$ cat src/rtl/countdown_timer_dp_pkg.sv
`default_nettype none
// ============================================================================
// Package : countdown_timer_dp_pkg
// Shared state encodings, field moduli/widths and helpers for the countdown timer.
// Rev     : 1.0
// ============================================================================
package countdown_timer_dp_pkg;

    typedef enum logic [1:0] {
        CDT_IDLE    = 2'd0,
        CDT_RUN     = 2'd1,
        CDT_PAUSE   = 2'd2,
        CDT_EXPIRED = 2'd3
    } cdt_state_e;

    localparam int CS_MOD   = 100;
    localparam int SEC_MOD  = 60;
    localparam int MIN_MOD  = 60;
    localparam int HOUR_MOD = 24;

    localparam int CS_W   = 7;
    localparam int SEC_W  = 6;
    localparam int MIN_W  = 6;
    localparam int HOUR_W = 5;

    localparam logic [CS_W-1:0]   CS_MAX   = CS_W'(CS_MOD - 1);
    localparam logic [SEC_W-1:0]  SEC_MAX  = SEC_W'(SEC_MOD - 1);
    localparam logic [MIN_W-1:0]  MIN_MAX  = MIN_W'(MIN_MOD - 1);
    localparam logic [HOUR_W-1:0] HOUR_MAX = HOUR_W'(HOUR_MOD - 1);

    localparam logic [1:0] SEL_SEC  = 2'd0;
    localparam logic [1:0] SEL_MIN  = 2'd1;
    localparam logic [1:0] SEL_HOUR = 2'd2;

    // Wrapping +/-1 of an edit field whose largest legal value is vmax.
    function automatic logic [5:0] field_step(input logic [5:0] v,
                                              input logic [5:0] vmax,
                                              input logic       up);
        if (up)
            return (v == vmax) ? 6'd0 : v + 6'd1;
        else
            return (v == 6'd0) ? vmax : v - 6'd1;
    endfunction

endpackage
`default_nettype wire

$ cat src/rtl/countdown_timer_dp_prescaler.sv
`default_nettype none
// ============================================================================
// Module : countdown_timer_dp_prescaler
// Divides the system clock to a one-cycle 10 ms tick; holds phase while disabled.
// Rev    : 1.0
// ============================================================================
module countdown_timer_dp_prescaler #(
    parameter int TICK_DIV = 1_000_000
) (
    input  logic iClk,
    input  logic iRst_n,
    input  logic iEn,
    input  logic iClr,
    output logic oTick
);

    localparam int CNT_W = (TICK_DIV > 1) ? $clog2(TICK_DIV) : 1;
    localparam logic [CNT_W-1:0] LAST = CNT_W'(TICK_DIV - 1);

    logic [CNT_W-1:0] cnt;

    always_ff @(posedge iClk) begin
        if (!iRst_n || iClr)
            cnt <= '0;
        else if (iEn)
            cnt <= (cnt == LAST) ? '0 : cnt + 1'b1;
    end

    assign oTick = iEn && (cnt == LAST);

endmodule
`default_nettype wire

$ cat src/rtl/countdown_timer_dp.sv
`default_nettype none
// ============================================================================
// Module : countdown_timer_dp
// H:M:S.cs countdown datapath with preset editing; CDT_AUTO_RELOAD_EN selects periodic mode.
// Rev    : 1.0
// ============================================================================
module countdown_timer_dp
    import countdown_timer_dp_pkg::*;
#(
    parameter int TICK_DIV = 1_000_000,
    parameter int INIT_MIN = 1
) (
    input  logic        iClk,
    input  logic        iRst_n,
    input  logic        iRun_Stop,
    input  logic        iClear,
    input  logic [1:0]  iSel,
    input  logic        iInc,
    input  logic        iDec,
    output logic [6:0]  omSec,
    output logic [5:0]  oSec,
    output logic [5:0]  oMin,
    output logic [4:0]  oHour,
    output logic [1:0]  oState,
    output logic        oDone
);

    localparam logic [MIN_W-1:0] INIT_MIN_V = MIN_W'(INIT_MIN);

    cdt_state_e        state, state_nxt;
    logic [CS_W-1:0]   cs, cs_nxt, dec_cs;
    logic [SEC_W-1:0]  sec, sec_nxt, dec_sec, pre_sec, pre_sec_nxt;
    logic [MIN_W-1:0]  min, min_nxt, dec_min, pre_min, pre_min_nxt;
    logic [HOUR_W-1:0] hour, hour_nxt, dec_hour, pre_hour, pre_hour_nxt;
    logic [5:0]        sec_step, min_step, hour_step;
    logic              done_nxt, tick, b_cs, b_sec, b_min, dec_zero, count_zero, edit_req;

    countdown_timer_dp_prescaler #(.TICK_DIV(TICK_DIV)) u_prescaler (
        .iClk   (iClk),
        .iRst_n (iRst_n),
        .iEn    (state == CDT_RUN),
        .iClr   (iClear || state == CDT_IDLE || state == CDT_EXPIRED),
        .oTick  (tick)
    );

    // Borrow chain: hours never underflow because the all-zero result expires first.
    always_comb begin
        b_cs     = (cs == '0);
        b_sec    = b_cs && (sec == '0);
        b_min    = b_sec && (min == '0);
        dec_cs   = b_cs ? CS_MAX : cs - 1'b1;
        dec_sec  = b_cs ? ((sec == '0) ? SEC_MAX : sec - 1'b1) : sec;
        dec_min  = b_sec ? ((min == '0) ? MIN_MAX : min - 1'b1) : min;
        dec_hour = b_min ? hour - 1'b1 : hour;
    end

    assign dec_zero   = (dec_cs == '0) && (dec_sec == '0) && (dec_min == '0) && (dec_hour == '0);
    assign count_zero = (cs == '0) && (sec == '0) && (min == '0) && (hour == '0);
    assign edit_req   = (iInc ^ iDec) && (iSel != 2'd3);
    assign sec_step   = field_step(pre_sec, SEC_MAX, iInc);
    assign min_step   = field_step(pre_min, MIN_MAX, iInc);
    assign hour_step  = field_step({1'b0, pre_hour}, {1'b0, HOUR_MAX}, iInc);

    always_comb begin
        state_nxt    = state;
        cs_nxt       = cs;
        sec_nxt      = sec;
        min_nxt      = min;
        hour_nxt     = hour;
        pre_sec_nxt  = pre_sec;
        pre_min_nxt  = pre_min;
        pre_hour_nxt = pre_hour;
        done_nxt     = 1'b0;
        if (iClear) begin
            state_nxt = CDT_IDLE;
            cs_nxt    = '0;
            sec_nxt   = pre_sec;
            min_nxt   = pre_min;
            hour_nxt  = pre_hour;
        end else if (tick) begin
            if (dec_zero) begin
                done_nxt = 1'b1;
`ifdef CDT_AUTO_RELOAD_EN
                cs_nxt    = '0;
                sec_nxt   = pre_sec;
                min_nxt   = pre_min;
                hour_nxt  = pre_hour;
                state_nxt = ((pre_sec == '0) && (pre_min == '0) && (pre_hour == '0))
                            ? CDT_IDLE : CDT_RUN;
`else
                cs_nxt    = '0;
                sec_nxt   = '0;
                min_nxt   = '0;
                hour_nxt  = '0;
                state_nxt = CDT_EXPIRED;
`endif
            end else begin
                cs_nxt   = dec_cs;
                sec_nxt  = dec_sec;
                min_nxt  = dec_min;
                hour_nxt = dec_hour;
                if (!iRun_Stop)
                    state_nxt = CDT_PAUSE;
            end
        end else begin
            unique case (state)
                CDT_IDLE: begin
                    if (iRun_Stop && !count_zero) begin
                        state_nxt = CDT_RUN;
                    end else if (edit_req) begin
                        unique case (iSel)
                            SEL_SEC:  pre_sec_nxt  = sec_step;
                            SEL_MIN:  pre_min_nxt  = min_step;
                            SEL_HOUR: pre_hour_nxt = hour_step[HOUR_W-1:0];
                            default:  ;
                        endcase
                        cs_nxt   = '0;
                        sec_nxt  = pre_sec_nxt;
                        min_nxt  = pre_min_nxt;
                        hour_nxt = pre_hour_nxt;
                    end
                end
                CDT_RUN:     if (!iRun_Stop) state_nxt = CDT_PAUSE;
                CDT_PAUSE:   if (iRun_Stop)  state_nxt = CDT_RUN;
                default:     ;
            endcase
        end
    end

    always_ff @(posedge iClk) begin
        if (!iRst_n) begin
            state    <= CDT_IDLE;
            cs       <= '0;
            sec      <= '0;
            min      <= INIT_MIN_V;
            hour     <= '0;
            pre_sec  <= '0;
            pre_min  <= INIT_MIN_V;
            pre_hour <= '0;
            oDone    <= 1'b0;
        end else begin
            state    <= state_nxt;
            cs       <= cs_nxt;
            sec      <= sec_nxt;
            min      <= min_nxt;
            hour     <= hour_nxt;
            pre_sec  <= pre_sec_nxt;
            pre_min  <= pre_min_nxt;
            pre_hour <= pre_hour_nxt;
            oDone    <= done_nxt;
        end
    end

    assign omSec  = cs;
    assign oSec   = sec;
    assign oMin   = min;
    assign oHour  = hour;
    assign oState = state;

endmodule
`default_nettype wire

$ cat config.mk
export PLATFORM = sky130hd
export DESIGN_NAME = countdown_timer_dp
export DESIGN_NICKNAME = d
export VERILOG_FILES = /design/src/rtl/countdown_timer_dp_pkg.sv /design/src/rtl/countdown_timer_dp_prescaler.sv /design/src/rtl/countdown_timer_dp.sv
export SDC_FILE = /design/constraint.sdc
export NUM_CORES = 1
export LEC_CHECK = 0
export CORE_MARGIN = 2
export CORE_UTILIZATION = 45
export DETAILED_ROUTE_END_ITERATION = 12
export PLACE_DENSITY = 0.66
export RECOVER_POWER = 100
export SETUP_SLACK_MARGIN = 0.2
export SYNTH_ARGS = -nofsm -noshare
export SYNTH_HDL_FRONTEND = slang
export SYNTH_SLANG_ARGS = --single-unit
$ cat constraint.sdc
create_clock -name iClk -period 2.74 [get_ports iClk]
set_input_delay 0.411 -clock iClk [delete_from_list [all_inputs] [get_ports iClk]]
set_output_delay 0.411 -clock iClk [all_outputs]
set_load 0.05 [all_outputs]
==> metrics.cfg, run 1 <==
[synthesis]
synthMuxAreaShare_pct=1.14
synth_area_sq_um=4620
yosys_warnings=0
synth_cells=609
synth-xor-area-share_pct=5.69
synthArstFlopShare_pct=0
ys_seq_elements=64
synth_edf_count=0
syn_nets=633
synth_fa_ha_area_share_pct=4.33
synth_top_area_cell=dfxtp_1
synth_top_area_share_pct=27.7
synth_top_family_by_area=simple AND/OR/NAND/NOR gates
synth_compound_area_share_pct=26.8
ys.flop_type=dfxtp_1
synthSimpleGateAreaFrac_pct=29.3
yosys-top-cells-area=dfxtp_1 (28%), nor2_1 (5.2%), a21oi_1 (4.9%)
syn_avg_cell_area_sq_um=7.58
yosysSeqAreaShare_pct=27.7
synth_cell_types=73

[floorplanning]
ioPinCount=35
die_y_um=105
die-area_sq_um=11100
rows=36
die_w_um=105
core_sq_um=9860
initial_core_util_pct=46.8

[detailed_routing]
vias_per_cell=6.24
dr.pass1.iters=5
drc=0
routedWlPerCell_um=18.1
vias=5051
drt_iter0_markers=430
wirelength_um=14700
ant_nets=0

[setup_path]
r2r_end=omSec[2]$_SDFFE_PP0P_
crit_path_end=omSec[2]$_SDFFE_PP0P_
cp-end-kind=flop
crit_arrival_ps=2800
required_ps=2960
reg2reg_depth=10
r2r_start=omSec[1]$_SDFFE_PP0P_
rrSetupSlack_ps=160
critPathKind=reg2reg
cp_max_fo=11
crit_start=omSec[1]$_SDFFE_PP0P_
startpoint_type=flop

[clocking]
insertion_delay_ps=360
htreeDepth=3
clockBufferDepth=2
postCtsHoldBufs=0
cts_tree=built
numCtsBuffers=9
clkSinkCount=64
root_buffer=clkbuf_8
cts.reportedPaths.clkPinSlew_ps=70

[final_layout]
nNetsFinal=695
design_area_sq_um=5750
diodes=0
syn2layout_area_growth_pct=24.5
drive_gt1_share_pct=16.3
n_fill_cell=921

[outcome]
status=completed

[grt]
grt_antenna_before_repair=0
grt_util_all_layers_pct=26.6
grt-ovfl-total=0
grt_pass1_vias=4687
grt_max_degree=23
grt_first_pass_wirelength_um=23900

[sta]
final-hold-violation-count=0
setup_ws_ps=159
slew_viol_final=0
slew_headroom_pct=55.4
finalCriticalPeriod_ps=2580
grt_setup_unrepaired=true
tightestPinTransition_ps=663
setup-violations-final=0
max_clock_freq_mhz=387
finalClockSkew_ps=8.22
tns_ps=0
period_share_pct=94.2

[placement]
gp_congestion=0.941
placed_area_sq_um=5290
post-place-ws_ps=139
dpl.hpwl_um=10300
port_buffers=34

[power_and_ir_drop]
leakage_nw=2.10
p_per_area_nw_per_um2=445
power.total_mw=2.56
ir_drop_mv=0.371

[job]
drv_cap=0

[worst_hold_path]
hold_class=reg2reg

==> state kept, by name (all words and copies together) (netlist names) <==
| name | count |
|---|---|
| u_prescaler.cnt | 20 |
| pre_sec | 6 |
| oHour | 5 |
| oMin | 6 |
| oSec | 6 |
| pre_hour | 5 |
| pre_min | 6 |
| oState | 2 |
| oDone | 1 |
| omSec | 7 |
==> per-layer routing <==
layer	GRT usage (%)	vias to the layer above	part of all wire, %
met5	0	-	0
met4	8.19	0	1.7
met3	4.21	23	6.3
met2	42.9	189	48
met1	36.3	2433	44
li1	-	2406	-
==> what timing repair did <==
| action | CTS | global route |
|---|---|---|
| pin swaps | 4 | 17 |
| resized for setup | 8 | 24 |
| endpoints found under the hold margin | 0 | 0 |
| setup buffers | 5 | 13 |
| setup endpoints to repair | 9 | 37 |
==> where the power goes <==
part / switching (mW) / internal (mW) / leakage (nW) / total [mW]
clock network: 0.404 / 0.681 / 0.133 / 1.08
logic: 0.300 / 0.195 / 1.45 / 0.495
registers: 0.0345 / 0.947 / 0.522 / 0.982
==> area by class of cell <==
cell class	instances	area (sq um)	share of cell area (%)
clock buffers	12	165	2.87
clock inverters	4	98.8	1.72
inverters	24	95.1	1.65
multi-input cells	488	3200	55.7
flip-flops and latches	64	1300	22.6
well taps	133	166	2.89
repair buffers	84	724	12.6
==> worst max-delay path, stage by stage, from the launching register on <==
cell      delay, ps
dfxtp_4         370
inv_4            70
ha_4            140
or4b_4          500
nor4_4          320
buf_12          170
a31o_4          220
nand2_2         190
clkbuf_2        250
a21oi_1         170
a211oi_1         60
==> cells in the mapped netlist (5+ instances only) <==
library cell / n
a211oi_1: 13
a21oi_1: 45
a22oi_1: 5
a31o_2: 5
a31oi_1: 9
and3_1: 8
clkbuf_1: 30
dfxtp_1: 64
ha_1: 16
inv_1: 23
nand2_1: 48
nand3_1: 23
nand4_1: 18
nor2_1: 64
nor2b_1: 9
nor3_1: 19
nor3b_1: 5
nor4_1: 9
nor4b_1: 9
o211ai_1: 9
o21ai_0: 43
o31ai_1: 11
or2_2: 5
or3_1: 8
xnor2_1: 16
xor2_1: 14
==> worst min path at each step <==
stage                                      endpoint  slack, ps  depth (start not counted)                            start
finish              u_prescaler.cnt[2]$_SDFFE_PP0P_        540                          2  u_prescaler.cnt[2]$_SDFFE_PP0P_
global placement    u_prescaler.cnt[1]$_SDFFE_PP0P_        500                          2  u_prescaler.cnt[1]$_SDFFE_PP0P_
CTS                 u_prescaler.cnt[2]$_SDFFE_PP0P_        540                          2  u_prescaler.cnt[2]$_SDFFE_PP0P_
floorplan           u_prescaler.cnt[1]$_SDFFE_PP0P_        480                          2  u_prescaler.cnt[1]$_SDFFE_PP0P_
detailed placement  u_prescaler.cnt[2]$_SDFFE_PP0P_        520                          2  u_prescaler.cnt[2]$_SDFFE_PP0P_
global route                  omSec[6]$_SDFFE_PP0P_        570                          2            omSec[6]$_SDFFE_PP0P_
==> kinds of logic after synthesis <==
logic type	Yosys count
flip-flops	64
AO/OA/AOI/OAI	184
XOR/XNOR	30
multiplexers	5
buffers and inverters	57
adder cells (fa/ha/maj)	16
AND/OR/NAND/NOR	253
==> metrics by stage <==
step / util [%] / instances / hold slack [ps]
after floorplan: - / 609 / 479
after global placement: 53.6 / 775 / 504
after detailed placement: 53.6 / 775 / 524
after CTS: 56.9 / 796 / 543
after global routing: 58.3 / 809 / 571
final: 58.3 / 809 / 541
==> cell usage in the layout (no fill, tap or decap), types with 4 or more instances in the layout <==
| cell | n |
|---|---|
| inv_1 | 20 |
| and3_1 | 8 |
| dfxtp_1 | 56 |
| nor3b_1 | 5 |
| nand2b_1 | 4 |
| a211oi_1 | 12 |
| or3_1 | 8 |
| clkdlybuf4s50_1 | 7 |
| nand4_1 | 18 |
| o21ai_0 | 42 |
| dfxtp_2 | 5 |
| nor4_1 | 8 |
| a31o_2 | 4 |
| nor2_1 | 64 |
| nand2_1 | 46 |
| a22oi_1 | 4 |
| clkbuf_4 | 4 |
| ha_1 | 14 |
| nor3_1 | 19 |
| o211ai_1 | 9 |
| nand3_1 | 23 |
| nor4b_1 | 9 |
| xor2_1 | 14 |
| buf_4 | 37 |
| or2_2 | 4 |
| clkbuf_8 | 12 |
| a21oi_1 | 44 |
| xnor2_1 | 16 |
| o31ai_1 | 11 |
| dlygate4sd3_1 | 27 |
| nor2b_1 | 9 |
| a31oi_1 | 9 |
Note: power is estimated with default switching activity, not from simulation.
==> inputs of run 2 (changes only) <==
--- a/config.mk
+++ b/config.mk
@@ -6,9 +6,8 @@
 export NUM_CORES = 1
 export LEC_CHECK = 0
 export CORE_MARGIN = 2
-export CORE_UTILIZATION = 45
+export CORE_UTILIZATION = 40
 export DETAILED_ROUTE_END_ITERATION = 12
-export PLACE_DENSITY = 0.66
 export RECOVER_POWER = 100
 export SETUP_SLACK_MARGIN = 0.2
 export SYNTH_ARGS = -nofsm -noshare
==> run 2 against run 1 <==
Sequential power rose by 0.5%. Wire length fell by 0.45%. Highest routed layer unchanged. Design area is 1.0% lower. Largest power group unchanged. Critical path type unchanged. Final cell count decreased by 0.37%. Critical path depth did not move.
==> metrics.cfg, run 2 (synthesis results as in run 1) <==
[outcome]
status=completed

[grt]
grt_first_pass_wirelength_um=23600
grt_util_all_layers_pct=23.1
grt-ovfl-total=0
grt_max_degree=34
grt_pass1_vias=4618
grt_antenna_before_repair=0

[final_layout]
final_cell_mix=nor2_1 (65), dfxtp_1 (56), nand2_1 (48)
drive_gt1_share_pct=14.0
diodes=0
nNetsFinal=682
top_register=u_prescaler.cnt
syn2layout_area_growth_pct=23.2
design_area_sq_um=5690
final_common_cell=nor2_1
utilization_pct=50.3
largest_register_ffs=20

[detailed_routing]
vias_per_cell=6.19
dr.pass1.iters=5
drt_iter0_markers=432
vias=4990
drc=0
wirelength_um=14600
ant_nets=0
routedWlPerCell_um=18.1

[clocking]
clockBufferDepth=2
cts_tree=built
cts.reportedPaths.clkPinSlew_ps=60
root_buffer=clkbuf_16
numCtsBuffers=9
clkSinkCount=64
insertion_delay_ps=340
htreeDepth=3
postCtsHoldBufs=0

[power_and_ir_drop]
ir_drop_mv=0.429
p_per_area_nw_per_um2=466
leakage_nw=2.04
power.total_mw=2.65

[floorplanning]
rows=39
die_w_um=111
die-area_sq_um=12400
die_y_um=111
core_sq_um=11300
initial_core_util_pct=40.8
ioPinCount=35

[sta]
finalClockSkew_ps=6.17
period_share_pct=91.8
max_clock_freq_mhz=398
tightestPinTransition_ps=649
slew_viol_final=0
slew_headroom_pct=56.6
finalCriticalPeriod_ps=2510
setup_ws_ps=225
grt_setup_unrepaired=true
final-hold-violation-count=0
setup-violations-final=0
tns_ps=0

[setup_path]
cp-end-kind=flop
cp_max_fo=8
required_ps=2960
crit_arrival_ps=2740
startpoint_type=flop
critPathKind=reg2reg

[placement]
placed_area_sq_um=5280
dpl.hpwl_um=10300
post-place-ws_ps=69.2
gp_congestion=0.920
port_buffers=34

[worst_hold_path]
hold_class=reg2reg

[job]
drv_cap=0

[run 2: repair_timing]
item / CTS / global route
setup endpoints to repair: 20 / 37
pin swaps: 2 / 11
cloned: 1 / 0
buffers inserted: 3 / 4
gates resized for setup: 5 / 15
[run 2: final timing paths]
kind	slack, ps	startpoint	endpoint	cells after the start
worst min register to register	530	u_prescaler.cnt[3]$_SDFFE_PP0P_	u_prescaler.cnt[3]$_SDFFE_PP0P_	2
worst max-delay path	230	oSec[1]$_SDFFE_PN0P_	pre_sec[5]$_SDFFE_PN0P_	10
worst min-delay path	530	u_prescaler.cnt[3]$_SDFFE_PP0P_	u_prescaler.cnt[3]$_SDFFE_PP0P_	2
worst max register to register	230	oSec[1]$_SDFFE_PN0P_	pre_sec[5]$_SDFFE_PN0P_	10
[run 2: per-layer routing]
metal | vias to the layer above | part of all wire (%) | GRT usage (%)
met5 | - | 0 | 0
met4 | 0 | 1.9 | 7.24
met3 | 22 | 6.3 | 5.33
met2 | 189 | 47 | 37.2
met1 | 2388 | 45 | 30.9
li1 | 2391 | - | -
[run 2: cell type report]
type                            instances  area (sq um)
Sequential cell                        64          1300
Timing Repair Buffer                   71           629
Clock buffer                           12           256
Fill cell                            1088          5630
Tap cell                              143           179
Inverter                               24          97.6
Multi-Input combinational cell        488          3180
Clock inverter                          4          51.3
[run 2: metrics by stage]
stage,hold slack (ps),instances
2_1_floorplan,479,609
3_3_place_gp,506,782
3_5_place_dp,527,782
4_1_cts,538,802
5_1_grt,566,806
6_report,531,806
[run 2: report_power, final]
group	internal [mW]	total, mW	switching [mW]
combinational	0.187	0.476	0.289
sequential	0.949	0.987	0.0384
clock	0.754	1.19	0.437
total	1.89	2.65	0.764
[run 2: critical path, cell delays in order, from the launching register on]
cell	delay, ps
dfxtp_4	360
inv_4	60
ha_4	120
or4b_4	500
nor4_4	270
buf_6	180
a31oi_4	160
nor3_1	250
buf_4	200
o211ai_1	120
and3_1	180
